## src/rtl/sbqm_beam_conditioner.sv

```systemverilog
// -----------------------------------------------------------------------------
// sbqm_beam_conditioner
//
// Cleans up the raw front/back photo-beam signals at the queue entrance and
// turns completed beam passages into active-low, non-overlapping count pulses
// for the downstream person counter (back beam -> up count, front beam ->
// down count).
//
// Per beam: 2-flop synchroniser -> debounce counter -> 0->1 event detector ->
// pending bit. A shared pulse FSM serialises the pending events into pulses
// of PULSE_W low cycles, separated by at least one high gap cycle.
//
// Parameters:
//   DB_CYCLES    consecutive mismatching cycles needed to accept a level change
//   DB_W         debounce counter width (2**DB_W > DB_CYCLES)
//   PULSE_W      low time of each count pulse, in cycles (>= 1)
//   STUCK_CYCLES blocked duration that flags a stuck beam (stuck detector only)
//
// Ports:
//   clk           clock, all state updates on the rising edge
//   Reset         asynchronous active-high reset
//   back_beam_i   raw back beam, asynchronous, 0 = interrupted
//   front_beam_i  raw front beam, asynchronous, 0 = interrupted
//   up_count_o    active-low count-up pulse
//   down_count_o  active-low count-down pulse
//   both_evt_o    one-cycle high when both beams complete on the same edge
//   back_level_o  debounced back beam level
//   front_level_o debounced front beam level
//   stuck_o       high while a debounced beam has been 0 for STUCK_CYCLES
//
// Build option:
//   SBQM_BEAM_STUCK_DETECT_EN  when defined, adds the per-beam stuck counters;
//                              otherwise stuck_o is tied low.
// -----------------------------------------------------------------------------
module sbqm_beam_conditioner #(
  parameter int DB_CYCLES    = 1000,
  parameter int DB_W         = 10,
  parameter int PULSE_W      = 2,
  parameter int STUCK_CYCLES = 1 << 20
) (
  input  logic clk,
  input  logic Reset,
  input  logic back_beam_i,
  input  logic front_beam_i,
  output logic up_count_o,
  output logic down_count_o,
  output logic both_evt_o,
  output logic back_level_o,
  output logic front_level_o,
  output logic stuck_o
);

  localparam logic [DB_W-1:0] DB_LAST = DB_W'(DB_CYCLES - 1);
  localparam int              PC_W    = (PULSE_W > 1) ? $clog2(PULSE_W) : 1;
  localparam logic [PC_W-1:0] PC_LAST = PC_W'(PULSE_W - 1);

  typedef enum logic [1:0] {
    S_IDLE     = 2'd0,
    S_PULSE_UP = 2'd1,
    S_PULSE_DN = 2'd2,
    S_GAP      = 2'd3
  } state_t;

  // Channel index 0 = back beam, 1 = front beam.
  logic [1:0]      r_back_sync;
  logic [1:0]      r_front_sync;
  logic [1:0]      w_sync;
  logic [DB_W-1:0] r_db_cnt [2];
  logic [1:0]      r_lvl;
  logic [1:0]      r_lvl_d;
  logic [1:0]      w_rise;

  logic            r_pend_back;
  logic            r_pend_front;
  logic            w_both;
  logic            r_both;

  state_t          r_state;
  state_t          w_next;
  logic            w_clr_back;
  logic            w_clr_front;
  logic [PC_W-1:0] r_pcnt;
  logic            r_up;
  logic            r_dn;

  // ---- Stage: 2-flop synchronisers (idle level is 1 = beam clear) ----
  always_ff @(posedge clk or posedge Reset) begin
    if (Reset) begin
      r_back_sync  <= 2'b11;
      r_front_sync <= 2'b11;
    end else begin
      r_back_sync  <= {r_back_sync[0], back_beam_i};
      r_front_sync <= {r_front_sync[0], front_beam_i};
    end
  end

  assign w_sync = {r_front_sync[1], r_back_sync[1]};

  // ---- Stage: debounce and level history ----
  // The counter only runs while the synced value disagrees with the accepted
  // level; any agreement restarts the stability window from zero.
  always_ff @(posedge clk or posedge Reset) begin
    if (Reset) begin
      for (int c = 0; c < 2; c++) r_db_cnt[c] <= '0;
      r_lvl   <= 2'b11;
      r_lvl_d <= 2'b11;
    end else begin
      r_lvl_d <= r_lvl;
      for (int c = 0; c < 2; c++) begin
        if (w_sync[c] == r_lvl[c]) begin
          r_db_cnt[c] <= '0;
        end else if (r_db_cnt[c] == DB_LAST) begin
          r_lvl[c]    <= w_sync[c];
          r_db_cnt[c] <= '0;
        end else begin
          r_db_cnt[c] <= r_db_cnt[c] + DB_W'(1);
        end
      end
    end
  end

  // A passage completes when the debounced level returns to 1.
  assign w_rise = r_lvl & ~r_lvl_d;

  // Two completions on the same edge with nothing in flight cancel out:
  // one person in, one person out, occupancy unchanged.
  assign w_both = w_rise[0] & w_rise[1] & (r_state == S_IDLE) &
                  ~r_pend_back & ~r_pend_front;

  // ---- Stage: pending event bits ----
  // An event that finds its own channel already pending is dropped; clearing
  // only happens on FSM entry, which requires the bit to be set.
  always_ff @(posedge clk or posedge Reset) begin
    if (Reset) begin
      r_pend_back  <= 1'b0;
      r_pend_front <= 1'b0;
      r_both       <= 1'b0;
    end else begin
      r_both <= w_both;
      if (w_rise[0] && !r_pend_back && !w_both) r_pend_back <= 1'b1;
      else if (w_clr_back)                      r_pend_back <= 1'b0;
      if (w_rise[1] && !r_pend_front && !w_both) r_pend_front <= 1'b1;
      else if (w_clr_front)                      r_pend_front <= 1'b0;
    end
  end

  // ---- Stage: pulse FSM ----
  always_ff @(posedge clk or posedge Reset) begin
    if (Reset) begin
      r_state <= S_IDLE;
      r_pcnt  <= '0;
      r_up    <= 1'b1;
      r_dn    <= 1'b1;
    end else begin
      r_state <= w_next;
      if (w_next != r_state)
        r_pcnt <= '0;
      else if (r_state == S_PULSE_UP || r_state == S_PULSE_DN)
        r_pcnt <= r_pcnt + PC_W'(1);
      // Outputs are registered from the next state so they change together
      // with the state register and can never both be low.
      r_up <= (w_next != S_PULSE_UP);
      r_dn <= (w_next != S_PULSE_DN);
    end
  end

  // The gap cycle may launch the next queued pulse directly, so back-to-back
  // pulses are separated by exactly one high cycle. Back has priority.
  always_comb begin
    w_next      = r_state;
    w_clr_back  = 1'b0;
    w_clr_front = 1'b0;
    case (r_state)
      S_IDLE, S_GAP: begin
        if (r_pend_back) begin
          w_next     = S_PULSE_UP;
          w_clr_back = 1'b1;
        end else if (r_pend_front) begin
          w_next      = S_PULSE_DN;
          w_clr_front = 1'b1;
        end else begin
          w_next = S_IDLE;
        end
      end
      S_PULSE_UP, S_PULSE_DN: begin
        if (r_pcnt == PC_LAST) w_next = S_GAP;
      end
      default: w_next = S_IDLE;
    endcase
  end

  assign up_count_o    = r_up;
  assign down_count_o  = r_dn;
  assign both_evt_o    = r_both;
  assign back_level_o  = r_lvl[0];
  assign front_level_o = r_lvl[1];

`ifdef SBQM_BEAM_STUCK_DETECT_EN
  localparam int ST_W = ($clog2(STUCK_CYCLES + 1) > 21) ? $clog2(STUCK_CYCLES + 1) : 21;
  localparam logic [ST_W-1:0] ST_MAX = ST_W'(STUCK_CYCLES);

  logic [ST_W-1:0] r_stuck_cnt [2];

  // ---- Stage: stuck-beam counters (saturating while blocked) ----
  always_ff @(posedge clk or posedge Reset) begin
    if (Reset) begin
      for (int c = 0; c < 2; c++) r_stuck_cnt[c] <= '0;
    end else begin
      for (int c = 0; c < 2; c++) begin
        if (r_lvl[c])                     r_stuck_cnt[c] <= '0;
        else if (r_stuck_cnt[c] != ST_MAX) r_stuck_cnt[c] <= r_stuck_cnt[c] + ST_W'(1);
      end
    end
  end

  assign stuck_o = (r_stuck_cnt[0] == ST_MAX) | (r_stuck_cnt[1] == ST_MAX);
`else
  logic w_unused_stuck;
  assign w_unused_stuck = (STUCK_CYCLES != 0);
  assign stuck_o        = 1'b0;
`endif

endmodule

```

## config.mk

```make
export PLATFORM = sky130hd
export DESIGN_NAME = sbqm_beam_conditioner
export DESIGN_NICKNAME = d
export VERILOG_FILES = /design/src/rtl/sbqm_beam_conditioner.sv
export SDC_FILE = /design/constraint.sdc
export NUM_CORES = 1
export LEC_CHECK = 0
export ABC_AREA = 1
export CAP_MARGIN = 20
export CORE_UTILIZATION = 50
export CTS_BUF_LIST = sky130_fd_sc_hd__clkbuf_4 sky130_fd_sc_hd__clkbuf_8
export DETAILED_ROUTE_END_ITERATION = 16
export PLACE_DENSITY = 0.69
export SYNTH_ARGS = -nofsm -noshare
export SYNTH_HDL_FRONTEND = slang
export SYNTH_SLANG_ARGS = --single-unit
export TNS_END_PERCENT = 5
```

## constraint.sdc

```tcl
create_clock -name clk -period 2.1 [get_ports clk]
set_clock_uncertainty 0.2 [all_clocks]
set_input_delay 0.315 -clock clk [delete_from_list [all_inputs] [get_ports clk]]
set_output_delay 0.315 -clock clk [all_outputs]
set_load 0.05 [all_outputs]
```

# --- Yosys cells after proc, flatten, opt, wreduce, memory -nomap -nowiden ---
# Index checks and enable logic that the tools add are counted.
# W data, S select, Z words.
op_classes:
  addsub: 3
  eq_ne: 10
  n_bitwise: 10
  reduce_logical: 16
  muxes: 19
ops:
  columns: ["operator", "n"]
  rows:
  - ["$mux W10", 4]
  - ["$add A10 B1 Y10 const B", 2]
  - ["$eq A10 B10 Y1 const B", 2]
  - ["$mux W1", 11]
  - ["$mux W2", 3]
  - ["$reduce_bool A2 Y1", 3]
  - ["$and A1 B1 Y1", 4]
  - ["$eq A2 B2 Y1 const B", 2]
  - ["$logic_and A1 B1 Y1", 4]
  - ["$not A1 Y1", 4]
  - ["$pmux W2 S2", 1]
  - ["$reduce_and A2 Y1", 2]
  - ["$reduce_or A2 Y1", 2]
  - ["$logic_not A1 Y1", 3]
  - ["$and A2 B2 Y2", 1]
  - ["$eq A1 B1 Y1", 2]
  - ["$eq A2 B1 Y1 const B", 1]
  - ["$logic_not A2 Y1", 1]
  - ["$ne A2 B1 Y1 const B", 1]
  - ["$ne A2 B2 Y1", 1]
  - ["$ne A2 B2 Y1 const B", 1]
  - ["$not A2 Y2", 1]
  - ["$add A1 B1 Y1 const B", 1]
  - ["$logic_or A1 B1 Y1", 1]
totals:
  out_inout_bits: 6
  elab_cells: 72
  register_bits: 36
  in_bits: 4

# --- Longest topological paths before layout ---
logic_depth:
  word_depth: 9
  depth_mapped: 8
  depth_no_buf: 8

# --- Least setup slack after synthesis ---
# No wires, ideal clock.
synth_timing:
  kind: "register to register"
  startpoint: "reg r_state[0]"
  endpoint: "reg r_pcnt"
  path_buffers: 0
  path_stages_with_launch: 9
  required_time_ns: 1.781
  slack_ns: 0.573
  arrival_ns: 1.208
  path_cell_list: "dfrtp_1 > inv_1 > ha_1 > nor2_1 > nand2_1 > nand2_1 > nand2_1 > nand3_1 > nor2_1"
synth_via:
  elab_chain_cells: 5
  word_cells_on_any_way: 12
  cone_classes: "4 x eq/ne; 3 x mux; 5 x reduce/logical"
synth_rtl:
  columns: ["item", "line_no", "text"]
  rows:
  - ["from (decl)", "78", "state_t r_state;"]
  - ["from (signal assigned)", "155", "r_state <= w_next;"]
  - ["$eq A2 B1 Y1, or another cell as far along", "173", "case (r_state)"]
  - ["$reduce_or A2 Y1", "173", null]
  - ["$pmux W2 S2 (*)", "173", null]
  - ["named net w_next[1]", "79", "state_t w_next;"]
  - ["$ne A2 B2 Y1 (*)", "156", "if (w_next != r_state)"]
  - ["$mux W1 or $reduce_bool A2 Y1 (tied branches)", null, null]
  - ["to (signal assigned)", "159", "r_pcnt <= r_pcnt + PC_W'(1);"]
  - ["to (decl)", "82", "logic [PC_W-1:0] r_pcnt;"]
# The timed path passes the listed nets; every way through them passes the cells marked *.
# A chain may end at the register's enable or synchronous reset.

# --- Final worst setup path ---
layout_timing:
  startpoint: "reg r_both, in the netlist both_evt_o"
  endpoint: "out both_evt_o"
layout_rtl:
  columns: ["item", "line_no", "text"]
  rows:
  - ["from (decl)", "76", "logic r_both;"]
  - ["from (signal assigned)", "139", "r_both <= w_both;"]
  - ["to (decl)", "47", "output logic both_evt_o,"]
# No word-level cell between the ends.

==> results.md <==
| Item | Reported |
|---|---|
| Number of enable flip-flop cells after synthesis | 0 |
| Kind of capture point of the worst setup path | output pin |
| Maximum clock path buffer count | 2 |
| Final WL | 2550 um |
| Number of design-rule violations left by the first detailed-router iteration | 44 |
| Wire length of the first global-routing pass | 4390 um |
| H-tree depth | 2 |
| Flip-flop and latch count after synthesis | 36 |
| Internal reg-to-reg setup slack | 0.38 ns |
| Switching power total | 0.000279 W |
| Via count of the first global-routing pass | 1053 |
| Proportion of synthesized area in mux cells | 0% |
| Detailed-router iteration count before antenna repair | 4 |
| Synth Area in XOR/XNOR | 4.72% |
| Setup repair after global routing missed its margin | no |
| Detail Route Antenna Nets | 0 |
| Total global routing overflow | 0 |
| Final count of pins violating max slew | 0 |
| Internal | 0.000975 W |
| Result of the run | completed |
| Setup Fix Bufs, Post-CTS | 0 |
| DRC violations left | 0 |
| Number of nets at the end of the flow | 202 |
| Crit path max fanout | 1 |
| Synth Cell Area | 1640 um^2 |
| Basic-gate share of the synthesized area counting and, or, nand and nor cells | 27.4% |
| Routability-driven placement congestion ratio | 0.823 |
| Clock transition at the registers of the reported paths | 0.11 ns |
| Data required time of the worst path | 1.58 ns |
| Worst path bufs/invs | 1 |
| Synth area leaders | sky130_fd_sc_hd__dfrtp_1 40%, sky130_fd_sc_hd__dfstp_2 16%, sky130_fd_sc_hd__nor2_1 7.5%, sky130_fd_sc_hd__nand2_1 6.6%, sky130_fd_sc_hd__inv_1 5.3% |
| Synthesized-area fraction occupied by ao, oa, aoi and oai cells | 3.42% |
| Synthesized netlist cell count | 180 |
| Share of power burned in registers | 57.4% |
| Total power per unit cell area | 678 nW/um^2 |
| Relative area change from synthesis to final layout | 12.5% |
| Path type of the worst min-delay path | input pin to asynchronous set/reset pin |
| Die Wd | 59.3 um |
| Setup Viol. Count Final | 0 |
| IR Drop Worst-Case VDD | 0.000438 V |
| Post-route fraction of the period consumed by the critical path | 94.3% |
| Max stage delay on crit path | 0.79 ns |
| Rows | 20 |
| Clock Root Buffer | sky130_fd_sc_hd__clkbuf_4 |
| Dominant delay contributor by cell family on the critical path | buffers and inverters |
| Post-layout utilization of the core | 60.1% |
| Type of the worst setup path | register to output pin |
| Switching Fraction | 22.2% |
| Number of clock buffers inserted by TritonCTS | 5 |
| Fraction of the yosys area taken by sequential cells | 55.6% |
| Number of antenna violations at the first check in global routing | 0 |
| Arrival time at the worst endpoint | 1.47 ns |
| Area share of fa/ha/maj cells after synthesis | 2.28% |
| Number of cells traversed by the worst register-to-register path | 8 |
| Die Ht | 59.3 um |
| Reg-to-reg endpoint | r_pcnt |
| Post-synth top area share | 39.6% |
| Critical-path cell with the highest stage delay | sky130_fd_sc_hd__clkdlybuf4s50_1 |
| Diodes inserted | 0 |
| Shortest clock period the worst path allows after layout | 1.98 ns |
| Dominant combinational cell family by area after synthesis | simple AND/OR/NAND/NOR gates |
| CTS tree | yes |
| Launch instance of the worst register-to-register path | r_state[0] |
| Fraction of registers with async set or reset after synthesis | 100% |
| Main flop type after synthesis | sky130_fd_sc_hd__dfrtp_1 |
| Final sum of negative setup slack | 0 ns |
| Clock share of power | 38.6% |
| Cell taking the most area after synthesis | sky130_fd_sc_hd__dfrtp_1 |
| Warnings, synthesis | 0 |
| IO buf count | 8 |
| Pin count of the biggest net entering global routing | 37 |
| Portion of total power attributed to combinational logic | 4.1% |
| Number of vias in the routed layout | 1146 |
| Fraction of layout cells with a size suffix above 1 | 20.9% |
| Worst-Skew Late Latency | 0.34 ns |
| Core region area | 3080 um^2 |
| Leakage power figure | 0.852 nW |
| Initial Util | 53.4% |
| Sinks on Clock Net | 36 |
| Die Footprint | 3520 um^2 |
| Top achievable clock speed | 505 MHz |
| Critical path cell sequence | clkdlybuf4s50_1 |
| Hold violation total from the final report | 0 |
| Number of distinct library cells after synthesis | 24 |
| Cells resized by post-CTS repair | 0 |
| Synthesized Nets | 187 |
| Detail-routed net length per standard cell | 10.6 um |
| CTS hold repair buffers | 0 |
| Via-per-instance ratio | 4.78 |
| Global-route usage over all layers | 17.6% |
| Top Ports | 10 |
| Syn Area/Cell | 9.13 um^2 |
| Startpoint Class | register |
| Half-perimeter wire length of the detailed placement result | 1850 um |
| Max Cap Viol | 0 |
==> area by class of cell <==
type	count	area, um^2
fill	280	1230
inverter	26	97.6
sequential	36	913
clock buffer	5	37.5
timing repair buffer	9	77.6
multi-input combinational	117	626
tap	44	55.1
clock inverter	3	42.5
==> flip-flops by register name (all words and copies together) (netlist names), 2 cells and up <==
name	count
r_db_cnt	20
r_state	2
r_lvl_d	2
r_back_sync	2
r_front_sync	2
r_lvl	2
==> worst max-delay path by stage <==
stage	from	end	slack, ns	depth (start not counted)
6_report	both_evt_o	both_evt_o	0.12	1
5_1_grt	both_evt_o	both_evt_o	0.05	1
4_1_cts	both_evt_o	both_evt_o	0.1	1
3_5_place_dp	r_state[0]	r_pcnt	0.41	8
3_3_place_gp	both_evt_o	both_evt_o	0.50	1
2_1_floorplan	r_state[0]	r_pcnt	0.57	8
==> Yosys cell counts, types with 4 or more instances <==
cell                       n
sky130_fd_sc_hd__a21oi_1   8
sky130_fd_sc_hd__nand3_1   9
sky130_fd_sc_hd__dfstp_2  10
sky130_fd_sc_hd__nand2_1  29
sky130_fd_sc_hd__nor2_1   33
sky130_fd_sc_hd__inv_1    23
sky130_fd_sc_hd__dfrtp_1  26
sky130_fd_sc_hd__nand3_2   4
sky130_fd_sc_hd__nand2_2   4
sky130_fd_sc_hd__xor2_1    7
sky130_fd_sc_hd__nor2_2    4
==> cells in the final DEF (no fill, tap or decap), drive strengths merged <==
cell type	netlist	routed
dfstp	10	10
bufinv	0	1
dfrtp	26	26
inv	26	26
a31oi	1	1
ha	3	3
nand2	33	33
o21ai	2	2
clkinvlp	0	1
nand4	2	2
conb	1	1
clkbuf	0	5
nor2	39	39
a21oi	8	8
nand3	13	13
buf	1	5
nor3	1	1
nor3b	1	1
clkinv	0	1
xor2	8	8
nand3b	3	3
nor4	2	2
clkdlybuf4s50	0	4
==> cells by family after synthesis <==
logic type               Yosys count
other                              1
AO/OA/AOI/OAI                     11
XOR/XNOR                           8
AND/OR/NAND/NOR                   94
adder cells (fa/ha/maj)            3
flip-flops                        36
buffers and inverters             27
==> power groups by stage <==
stage	registers (W)	clock network [W]	logic [W]
6_report	0.000719	0.000484	0.0000508
5_1_grt	0.000721	0.000523	0.0000600
4_1_cts	0.000719	0.000502	0.0000526
3_5_place_dp	0.000732	0	0.0000525
3_3_place_gp	0.000731	0	0.0000513
2_1_floorplan	0.000730	0	0.0000388
==> per-layer routing <==
metal,global-route usage [%],part of all wire (%),vias to the layer above,wire length [um]
li1,-,-,591,-
met1,23.9,48,524,1220
met2,25.0,46,22,1170
met3,4.59,3.5,9,88
met4,10.9,2.8,0,71
met5,0,0,-,0
==> through the flow <==
step / worst slack, ns / instances / total power, W / instance area, um^2 / hold WS (ns)
floorplan: 0.573 / 180 / 0.000769 / 1640 / 0.119
global placement: 0.497 / 232 / 0.000783 / 1770 / 0.146
detailed placement: 0.408 / 232 / 0.000784 / 1770 / 0.147
CTS: 0.0966 / 240 / 0.00127 / 1850 / 0.152
global route: 0.0493 / 240 / 0.00130 / 1850 / 0.155
finish: 0.119 / 240 / 0.00125 / 1850 / 0.154
(Power assumes the default switching activity.)
